--- config.mk ---
export PLATFORM = sky130hd
export DESIGN_NAME = rst_seq_ctrl
export DESIGN_NICKNAME = d
export VERILOG_FILES = /design/src/rtl/rst_seq_ctrl.sv
export SDC_FILE = /design/constraint.sdc
export NUM_CORES = 1
export LEC_CHECK = 0
export CAP_MARGIN = 20
export CORE_UTILIZATION = 49
export CTS_CLUSTER_SIZE = 24
export DETAILED_ROUTE_END_ITERATION = 7
export PLACE_DENSITY = 0.83
export SYNTH_ARGS = -nofsm -noshare
export SYNTH_HDL_FRONTEND = slang
export SYNTH_SLANG_ARGS = --single-unit
--- constraint.sdc ---
create_clock -name clk_in -period 2 [get_ports clk_in]
set_clock_uncertainty 0.1 [all_clocks]
set_input_delay 0.3 -clock clk_in [delete_from_list [all_inputs] [get_ports clk_in]]
set_output_delay 0.3 -clock clk_in [all_outputs]
set_load 0.01 [all_outputs]
--- src/rtl/rst_seq_ctrl.sv ---
// Ordered release of downstream reset domains, each gated by an acknowledge with a timeout.
// Optional lost-acknowledge monitor in DONE: define RST_SEQ_ACK_MON_EN.
module rst_seq_ctrl #(
    parameter int unsigned NUM_STAGES  = 4,
    parameter int unsigned STAGE_DELAY = 16,
    parameter int unsigned ACK_TIMEOUT = 1024,
    parameter int unsigned SYNC_STAGES = 2
) (
    input  logic                                                  clk_in,
    input  logic                                                  sys_reset_n,
    input  logic                                                  sw_rst_req,
    input  logic [NUM_STAGES-1:0]                                 stage_ack,
    output logic [NUM_STAGES-1:0]                                 stage_rst_n,
    output logic                                                  seq_done,
    output logic                                                  timeout_err,
    output logic [((NUM_STAGES > 1) ? $clog2(NUM_STAGES) : 1)-1:0] err_stage,
    output logic                                                  lost_ack
);

    localparam int unsigned IW = (NUM_STAGES > 1) ? $clog2(NUM_STAGES) : 1;
    localparam int unsigned GW = (STAGE_DELAY > 1) ? $clog2(STAGE_DELAY) : 1;
    localparam int unsigned AW = (ACK_TIMEOUT > 1) ? $clog2(ACK_TIMEOUT) : 1;
    // The state register acts as the last synchronizer flop.
    localparam int unsigned SW = SYNC_STAGES - 1;

    typedef enum logic [2:0] {StHold, StGap, StWaitAck, StDone, StErr} state_t;

    state_t                r_state, w_state_nxt;
    logic [SW-1:0]         r_sync;
    logic                  w_sync_rel;
    logic [IW-1:0]         r_idx, w_idx_nxt;
    logic [GW-1:0]         r_gap_cnt, w_gap_nxt;
    logic [AW-1:0]         r_ack_cnt, w_ack_nxt;
    logic [NUM_STAGES-1:0] r_rst_n, w_rst_nxt;
    logic                  r_done, w_done_nxt;
    logic                  r_terr, w_terr_nxt;
    logic [IW-1:0]         r_estage, w_estage_nxt;

    always_ff @(posedge clk_in or negedge sys_reset_n) begin
        if (!sys_reset_n) begin
            r_sync <= '0;
        end else begin
            r_sync <= (r_sync << 1) | SW'(1);
        end
    end

    assign w_sync_rel = r_sync[SW-1];

    always_comb begin
        w_state_nxt  = r_state;
        w_idx_nxt    = r_idx;
        w_gap_nxt    = r_gap_cnt;
        w_ack_nxt    = r_ack_cnt;
        w_rst_nxt    = r_rst_n;
        w_done_nxt   = r_done;
        w_terr_nxt   = r_terr;
        w_estage_nxt = r_estage;

        if ((r_state != StHold) && sw_rst_req) begin
            w_state_nxt  = StGap;
            w_idx_nxt    = '0;
            w_rst_nxt    = '0;
            w_done_nxt   = 1'b0;
            w_terr_nxt   = 1'b0;
            w_estage_nxt = '0;
        end else begin
            unique case (r_state)
                StHold: begin
                    if (w_sync_rel) begin
                        w_state_nxt = StGap;
                        w_idx_nxt   = '0;
                    end
                end
                StGap: begin
                    if (r_gap_cnt == GW'(STAGE_DELAY - 1)) begin
                        w_rst_nxt[r_idx] = 1'b1;
                        w_state_nxt      = StWaitAck;
                    end else begin
                        w_gap_nxt = r_gap_cnt + GW'(1);
                    end
                end
                StWaitAck: begin
                    // An ack on the terminal count cycle takes priority over the timeout.
                    if (stage_ack[r_idx]) begin
                        if (r_idx == IW'(NUM_STAGES - 1)) begin
                            w_state_nxt = StDone;
                            w_done_nxt  = 1'b1;
                        end else begin
                            w_idx_nxt   = r_idx + IW'(1);
                            w_state_nxt = StGap;
                        end
                    end else if (r_ack_cnt == AW'(ACK_TIMEOUT - 1)) begin
                        w_state_nxt  = StErr;
                        w_terr_nxt   = 1'b1;
                        w_estage_nxt = r_idx;
                    end else begin
                        w_ack_nxt = r_ack_cnt + AW'(1);
                    end
                end
                StDone: begin
`ifdef RST_SEQ_ACK_MON_EN
                    for (int k = int'(NUM_STAGES) - 1; k >= 0; k--) begin
                        if (!stage_ack[k]) begin
                            w_estage_nxt = IW'(k);
                        end
                    end
`endif
                end
                StErr: begin
                end
                default: w_state_nxt = StHold;
            endcase
        end

        if (w_state_nxt != r_state || ((r_state != StHold) && sw_rst_req)) begin
            w_gap_nxt = '0;
            w_ack_nxt = '0;
        end
    end

    always_ff @(posedge clk_in or negedge sys_reset_n) begin
        if (!sys_reset_n) begin
            r_state   <= StHold;
            r_idx     <= '0;
            r_gap_cnt <= '0;
            r_ack_cnt <= '0;
            r_rst_n   <= '0;
            r_done    <= 1'b0;
            r_terr    <= 1'b0;
            r_estage  <= '0;
        end else begin
            r_state   <= w_state_nxt;
            r_idx     <= w_idx_nxt;
            r_gap_cnt <= w_gap_nxt;
            r_ack_cnt <= w_ack_nxt;
            r_rst_n   <= w_rst_nxt;
            r_done    <= w_done_nxt;
            r_terr    <= w_terr_nxt;
            r_estage  <= w_estage_nxt;
        end
    end

`ifdef RST_SEQ_ACK_MON_EN
    logic r_lost, w_lost_nxt;

    // Sticky; only sys_reset_n clears it.
    always_comb begin
        w_lost_nxt = r_lost | ((r_state == StDone) && !(&stage_ack));
    end

    always_ff @(posedge clk_in or negedge sys_reset_n) begin
        if (!sys_reset_n) begin
            r_lost <= 1'b0;
        end else begin
            r_lost <= w_lost_nxt;
        end
    end

    assign lost_ack = r_lost;
`else
    assign lost_ack = 1'b0;
`endif

    assign stage_rst_n = r_rst_n;
    assign seq_done    = r_done;
    assign timeout_err = r_terr;
    assign err_stage   = r_estage;

endmodule

==> results of run 1 <==
-- cell type report --
type	count	share of cell area, %
inverter	3	0.621
multi-input combinational	111	42.6
timing repair buffer	29	14.6
clock buffer	3	1.24
tap	31	2.14
sequential	28	38.8
-- critical path: cells and delay by family (launching register included) --
family | cells | cell delay [ps]
mux | 1 | 590
buf+inv | 2 | 310
compound gates | 3 | 420
flops | 1 | 400
-- through the flow --
stage                     TNS [ps]  cells  power (W)
final                            0    205   0.000869
after detailed placement     -2320    199   0.000656
after floorplan                  0    148   0.000617
after global placement       -1680    199   0.000652
after global routing         -15.3    205   0.000910
after CTS                        0    202   0.000877
-- registers in the layout, indices dropped and copies added, names as in the netlist --
name and count:
r_ack_cnt 10, r_idx 2, r_gap_cnt 4, r_sync 1, seq_done 1, err_stage 2, stage_rst_n 4, timeout_err 1
r_state 3
-- cell usage after synthesis, drive strengths merged (2+ instances only) --
cell    count  area [um^2]
dfrtp      28          701
nor2       25         93.8
a21oi      13         65.1
nand3      11         55.1
xnor2       9         78.8
nand2       8         30.0
ha          6         75.1
buf         4         25.0
xor2        4         35.0
inv         3         11.3
nor3        3         15.0
a22o        2         18.8
a31oi       2         12.5
and3        2         12.5
clkbuf      2         7.51
conb        2         7.51
mux2i       2         20.0
nand2b      2         20.0
nand4       2         12.5
nor2b       2         12.5
nor3b       2         15.0
nor4        2         42.5
o21ai       2         10.0
or3b        2         17.5
-- worst paths after layout --
kind / end / startpoint / cells past startpoint / slack (ps)
max reg2reg: r_state[1]$_DFF_PN0_ / r_idx[0]$_DFFE_PN0P_ / 6 / 60
min: r_ack_cnt[9]$_DFFE_PN0P_ / sys_reset_n / 2 / 230
min reg2reg: stage_rst_n[3]$_DFFE_PN0P_ / stage_rst_n[3]$_DFFE_PN0P_ / 2 / 420
max: r_state[1]$_DFF_PN0_ / r_idx[0]$_DFFE_PN0P_ / 6 / 60
min in group clk_in: stage_rst_n[3]$_DFFE_PN0P_ / stage_rst_n[3]$_DFFE_PN0P_ / 2 / 420
max in group asynchronous: r_state[0]$_DFF_PN0_ / sys_reset_n / 2 / 1280
-- where the power goes --
group	total (W)	switching, W	internal, W
Combinational	0.0000681	0.0000352	0.0000329
Sequential	0.000578	0.00000526	0.000572
Clock	0.000224	0.000153	0.0000707
Total	0.000869	0.000193	0.000676
-- per-layer routing --
layer  wire [um]  share of wire [%]  GRT usage (%)  vias up
met2        1600                 53           38.4       20
met3          81                2.7           2.04        6
met4          55                1.8           7.32        0
met1        1290                 43           23.5      573
met5           0                  0              0        -
li1            -                  -              -      560
-- cell families after synthesis --
logic type | synth area share [%]
other | 0.498
multiplexers | 3.57
buffers and inverters | 2.90
AND/OR/NAND/NOR | 23.6
AO/OA/AOI/OAI | 10.4
flip-flops | 46.4
adder cells (fa/ha/maj) | 4.97
XOR/XNOR | 7.55
-- timing repair --
item | in CTS | in global routing
gates resized for setup | 0 | 4
buffers inserted | 0 | 3
hold buffers | 0 | 0
setup endpoints to repair | 0 | 7
==> summary.txt, run 1 <==
Placed design
  • Number of buffer cells added on primary ports: 14
  • GPL Wtd Cong: 0.840
  • DP Area: 1760 um^2
  • Final HPWL DP: 2.22 mm
  • Worst slack after detailed placement: -210 ps

Logic synthesis
  • Number of flops mapped to enable cells by yosys: 0
  • Portion of the post-synthesis area used by sequential elements: 46.4%
  • Post-Syn Area: 1510 um^2
  • Syn nets: 161
  • Top FF cell, synth: dfrtp_1
  • Proportion of synthesized flip-flops having asynchronous set or reset: 100%
  • Synthesis warning total: 0
  • Synthesized instance count: 148
  • Average instance area after synthesis: 10.2 um^2
  • Number of register bits inferred by synthesis: 28
  • Number of library cell types mapped by synthesis: 35

Floorplanning
  • Width of the chip: 57.5 um
  • Die outline area: 3310 um^2
  • Core Footprint: 2830 um^2
  • I/O pin cnt: 16
  • Initial core utilization: 53.3%
  • DIE HEIGHT: 57.5 um
  • Rows: 19

Clock network
  • Clock root buffer: clkbuf_4
  • Worst skew pair latency: 320 ps
  • Count of clock tree sinks: 28
  • Deepest clock path buffer count: 2
  • CTS tree: yes
  • Number of H-tree levels: 1
  • Clock-pin slew on the worst setup and hold paths: 140 ps
  • TritonCTS buffer count: 3

Power and ir drop
  • Total power density per cell area: 479 nW/um^2
  • Leakage dissipation: 0.775 nW
  • Worst vdd ir: 0.000344 V

Timing
  • Shortest clock period the worst path allows after layout: 1940 ps
  • Slack of the critical path: 55.3 ps
  • Share of the clock period used by the worst path after layout: 97.2%
  • Final slew viol count: 0
  • Maximum achievable frequency: 0.514 GHz
  • Setup repair after global routing missed its margin: true
  • Number of hold violations in the final report: 0
  • Final setup violation count: 0
  • Final-layout worst hold slack: 230 ps

Final layout
  • Final non-filler cell area: 1810 um^2
  • Most frequent cells in the layout: dfrtp_1 (26), nor2_1 (25), clkdlybuf4s50_1 (14), buf_4 (14), a21oi_1 (13)
  • Core utilization of the finished layout: 64.1%
  • Final-layout fill cell count: 211
  • Fraction of final layout cells sized beyond drive strength 1: 17.8%
  • FF+latch area: 703 um^2
  • Area overhead of the layout relative to synthesis: 20.2%
  • Antenna diode count: 0
  • Commonest non-fill, non-tap cell in the layout: dfrtp_1
  • Final nets: 189
  • Area occupied by multi-input gates: 773 um^2

Worst setup path
  • Critical-path cell with the highest stage delay: mux4_2
  • Data required time at the worst endpoint: 2110 ps
  • Cells along the critical path: mux4_2 -> buf_4 -> buf_4 -> a31oi_2 -> a21oi_1 -> o22a_1
  • Largest incremental delay on the critical path: 590 ps
  • Crit Path Class: flop to flop
  • Nature of the critical path endpoint: flop
  • CP arrival: 2060 ps
  • CP dominant cell by count: buf_4
  • Maximum net fanout on the critical path: 5
  • Worst setup SP type: flop

Detailed routing
  • Drt first pass iters: 6
  • Detailed-route wire length: 3.02 mm
  • Vias per Instance: 5.65
  • WL/cell: 14.7 um
  • Number of nets with antenna violations after detailed routing: 0
  • Number of vias in the routed layout: 1159
  • Residual DRC: 1
  • Drt first-iter violations: 29

Global route
  • Total GRT Usage: 20.3%
  • Largest net degree at the start of global routing: 29
  • Global-route wire length before repair: 5.06 mm
  • Number of global-route vias before repair: 1170
  • Final global-route overflow total: 0
  • Number of antenna violations at the first check in global routing: 0

Min path
  • Hold/Removal Path Class: input port to async pin

Outcome
  • Status: finished with violations
  • Violated checks: DRC

Run
  • Maxcap violations: 0
Power figures use the tool's default switching activity.
==> run 2, diff against run 1 <==
Settings changed: CORE_MARGIN set to 1, PLACE_DENSITY 0.83 to 0.81.
Clock period 2 ns to 2.26 ns, I/O delays scaled along.
==> run 2 against run 1 <==
The run still ends with DRC left. Highest routed layer unchanged. Largest power group unchanged. Maximum frequency is essentially flat. Die area is the same. Sequential share of layout area is 0.76 points higher.
==> summary.txt, run 2 (same netlist as run 1, synthesis figures left out) <==
Worst setup path
  • Largest incremental delay on the critical path: 610 ps
  • Data required time at the worst endpoint: 2390 ps
  • Cells along the critical path: mux4_2 -> nand2b_4 -> nor4b_4 -> xnor2_1 -> nor2_1
  • Maximum net fanout on the critical path: 7
  • CP arrival: 2070 ps
  • Path length in cells of the critical path: 5
  • Critical-path cell with the highest stage delay: mux4_2
  • Nature of the critical path endpoint: flop
  • Delay-heaviest family, CP: multiplexers
  • Crit Path Class: flop to flop
  • Number of cells on the worst reg-to-reg path: 5
  • Worst setup SP type: flop
  • Number of buffers and inverters on the critical path: 0

Final layout
  • FF+latch area: 701 um^2
  • Final nets: 185
  • Area overhead of the layout relative to synthesis: 17.5%
  • Final non-filler cell area: 1770 um^2
  • Max reg flops: 10
  • Area occupied by multi-input gates: 764 um^2
  • Commonest non-fill, non-tap cell in the layout: dfrtp_1
  • Most frequent cells in the layout: dfrtp_1 (28), nor2_1 (25), clkdlybuf4s50_1 (14), a21oi_1 (13), nand3_1 (11)
  • Antenna diode count: 0
  • Fraction of final layout cells sized beyond drive strength 1: 14.1%
  • Final-layout fill cell count: 234
  • Register name with the most flops: r_ack_cnt

Global route
  • Number of global-route vias before repair: 1098
  • Total GRT Usage: 19.1%
  • Number of antenna violations at the first check in global routing: 0
  • Global-route wire length before repair: 4.80 mm
  • Largest net degree at the start of global routing: 29
  • Final global-route overflow total: 0

Clock network
  • # hold bufs at CTS: 0
  • Deepest clock path buffer count: 2
  • CTS tree: yes
  • Clock root buffer: clkbuf_4
  • TritonCTS buffer count: 3
  • Resized Gates After CTS: 0
  • Count of clock tree sinks: 28
  • Clock-pin slew on the worst setup and hold paths: 140 ps
  • Worst skew pair latency: 320 ps
  • Number of H-tree levels: 1
  • Setup Buffers After CTS: 0

Outcome
  • Status: finished with violations
  • Violated checks: DRC

Power and ir drop
  • Worst vdd ir: 0.000381 V
  • Combinational cell fraction of total power: 7.7%
  • Switching fraction of total power: 22.4%
  • Clock power share: 25.9%
  • Power share of the sequential group: 66.4%
  • Leakage dissipation: 0.754 nW
  • Power after layout: 0.000770 W
  • Internal power component: 0.000597 W
  • Total power density per cell area: 434 nW/um^2
  • Net switching power of the design: 0.000173 W

Floorplanning
  • Rows: 19
  • Die outline area: 3310 um^2
  • Width of the chip: 57.5 um
  • Core Footprint: 2830 um^2
  • I/O pin cnt: 16
  • Initial core utilization: 53.3%
  • DIE HEIGHT: 57.5 um

Detailed routing
  • Detailed-route wire length: 2.83 mm
  • Number of nets with antenna violations after detailed routing: 0
  • Number of vias in the routed layout: 1137
  • Residual DRC: 1
  • Drt first pass iters: 6
  • WL/cell: 14.1 um
  • Vias per Instance: 5.66
  • Drt first-iter violations: 42

Timing
  • Maximum achievable frequency: 0.514 GHz
  • Final setup violation count: 0
  • Setup repair after global routing missed its margin: false
  • Share of the clock period used by the worst path after layout: 86.0%
  • Shortest clock period the worst path allows after layout: 1940 ps
  • Final slew viol count: 0
  • Slack of the critical path: 316 ps
  • Number of hold violations in the final report: 0

Placed design
  • DP Area: 1750 um^2
  • Worst slack after detailed placement: -8.40 ps
  • Final HPWL DP: 2.12 mm
  • Number of buffer cells added on primary ports: 14
  • GPL Wtd Cong: 0.847

Min path
  • Hold/Removal Path Class: input port to async pin

Run
  • Maxcap violations: 0
## run 2: cell types whose count changed in the layout (fill, tap and decap cells not counted), sizes merged
cell / change
buf: -4
## run 2: metrics by stage
step	cells	hold slack (ps)	TNS [ps]	utilization, %
floorplan	148	-56.6	0	-
global placement	198	384	0	61.9
detailed placement	198	396	-16.3	61.9
CTS	201	271	0	62.7
global route	201	286	0	62.7
finish	201	267	0	62.7
## run 2: power groups by stage
stage               Combinational, W  Clock (W)  Sequential, W
floorplan                  0.0000262          0       0.000520
global placement           0.0000571          0       0.000520
detailed placement         0.0000599          0       0.000521
CTS                        0.0000600   0.000210       0.000511
global route               0.0000657   0.000226       0.000512
finish                     0.0000590   0.000199       0.000511
## run 2: area by class of cell
type / count / share of cell area, %
multi-input combinational: 111 / 43.1
tap: 31 / 2.19
timing repair buffer: 25 / 13.3
sequential: 28 / 39.5
inverter: 3 / 0.635
clock buffer: 3 / 1.27
## run 2: per-layer routing
metal	track usage (%)	vias to the layer above	share of wire, %
met5	0	-	0
met4	5.23	0	0.78
met3	2.72	4	3.1
met2	34.2	31	51
met1	24.0	550	45
li1	-	552	-
## run 2: path summary, 6_finish.rpt
check                                      startpoint                    endpoint  slack (ps)
max in group asynchronous                 sys_reset_n  stage_rst_n[0]$_DFFE_PN0P_        1520
min                                       sys_reset_n    r_ack_cnt[3]$_DFFE_PN0P_         270
max                              r_idx[0]$_DFFE_PN0P_    r_ack_cnt[5]$_DFFE_PN0P_         320
min reg2reg                stage_rst_n[0]$_DFFE_PN0P_  stage_rst_n[0]$_DFFE_PN0P_         420
max reg2reg                      r_idx[0]$_DFFE_PN0P_    r_ack_cnt[5]$_DFFE_PN0P_         320
min in group clk_in        stage_rst_n[0]$_DFFE_PN0P_  stage_rst_n[0]$_DFFE_PN0P_         420
## run 2: worst register-to-register path: cells and delay by family, from the launching register on
| family | cells | cell delay [ps] |
|---|---|---|
| and+or+nand+nor | 3 | 590 |
| DFF | 1 | 400 |
| xor gates and xnor gates | 1 | 150 |
| muxes | 1 | 610 |
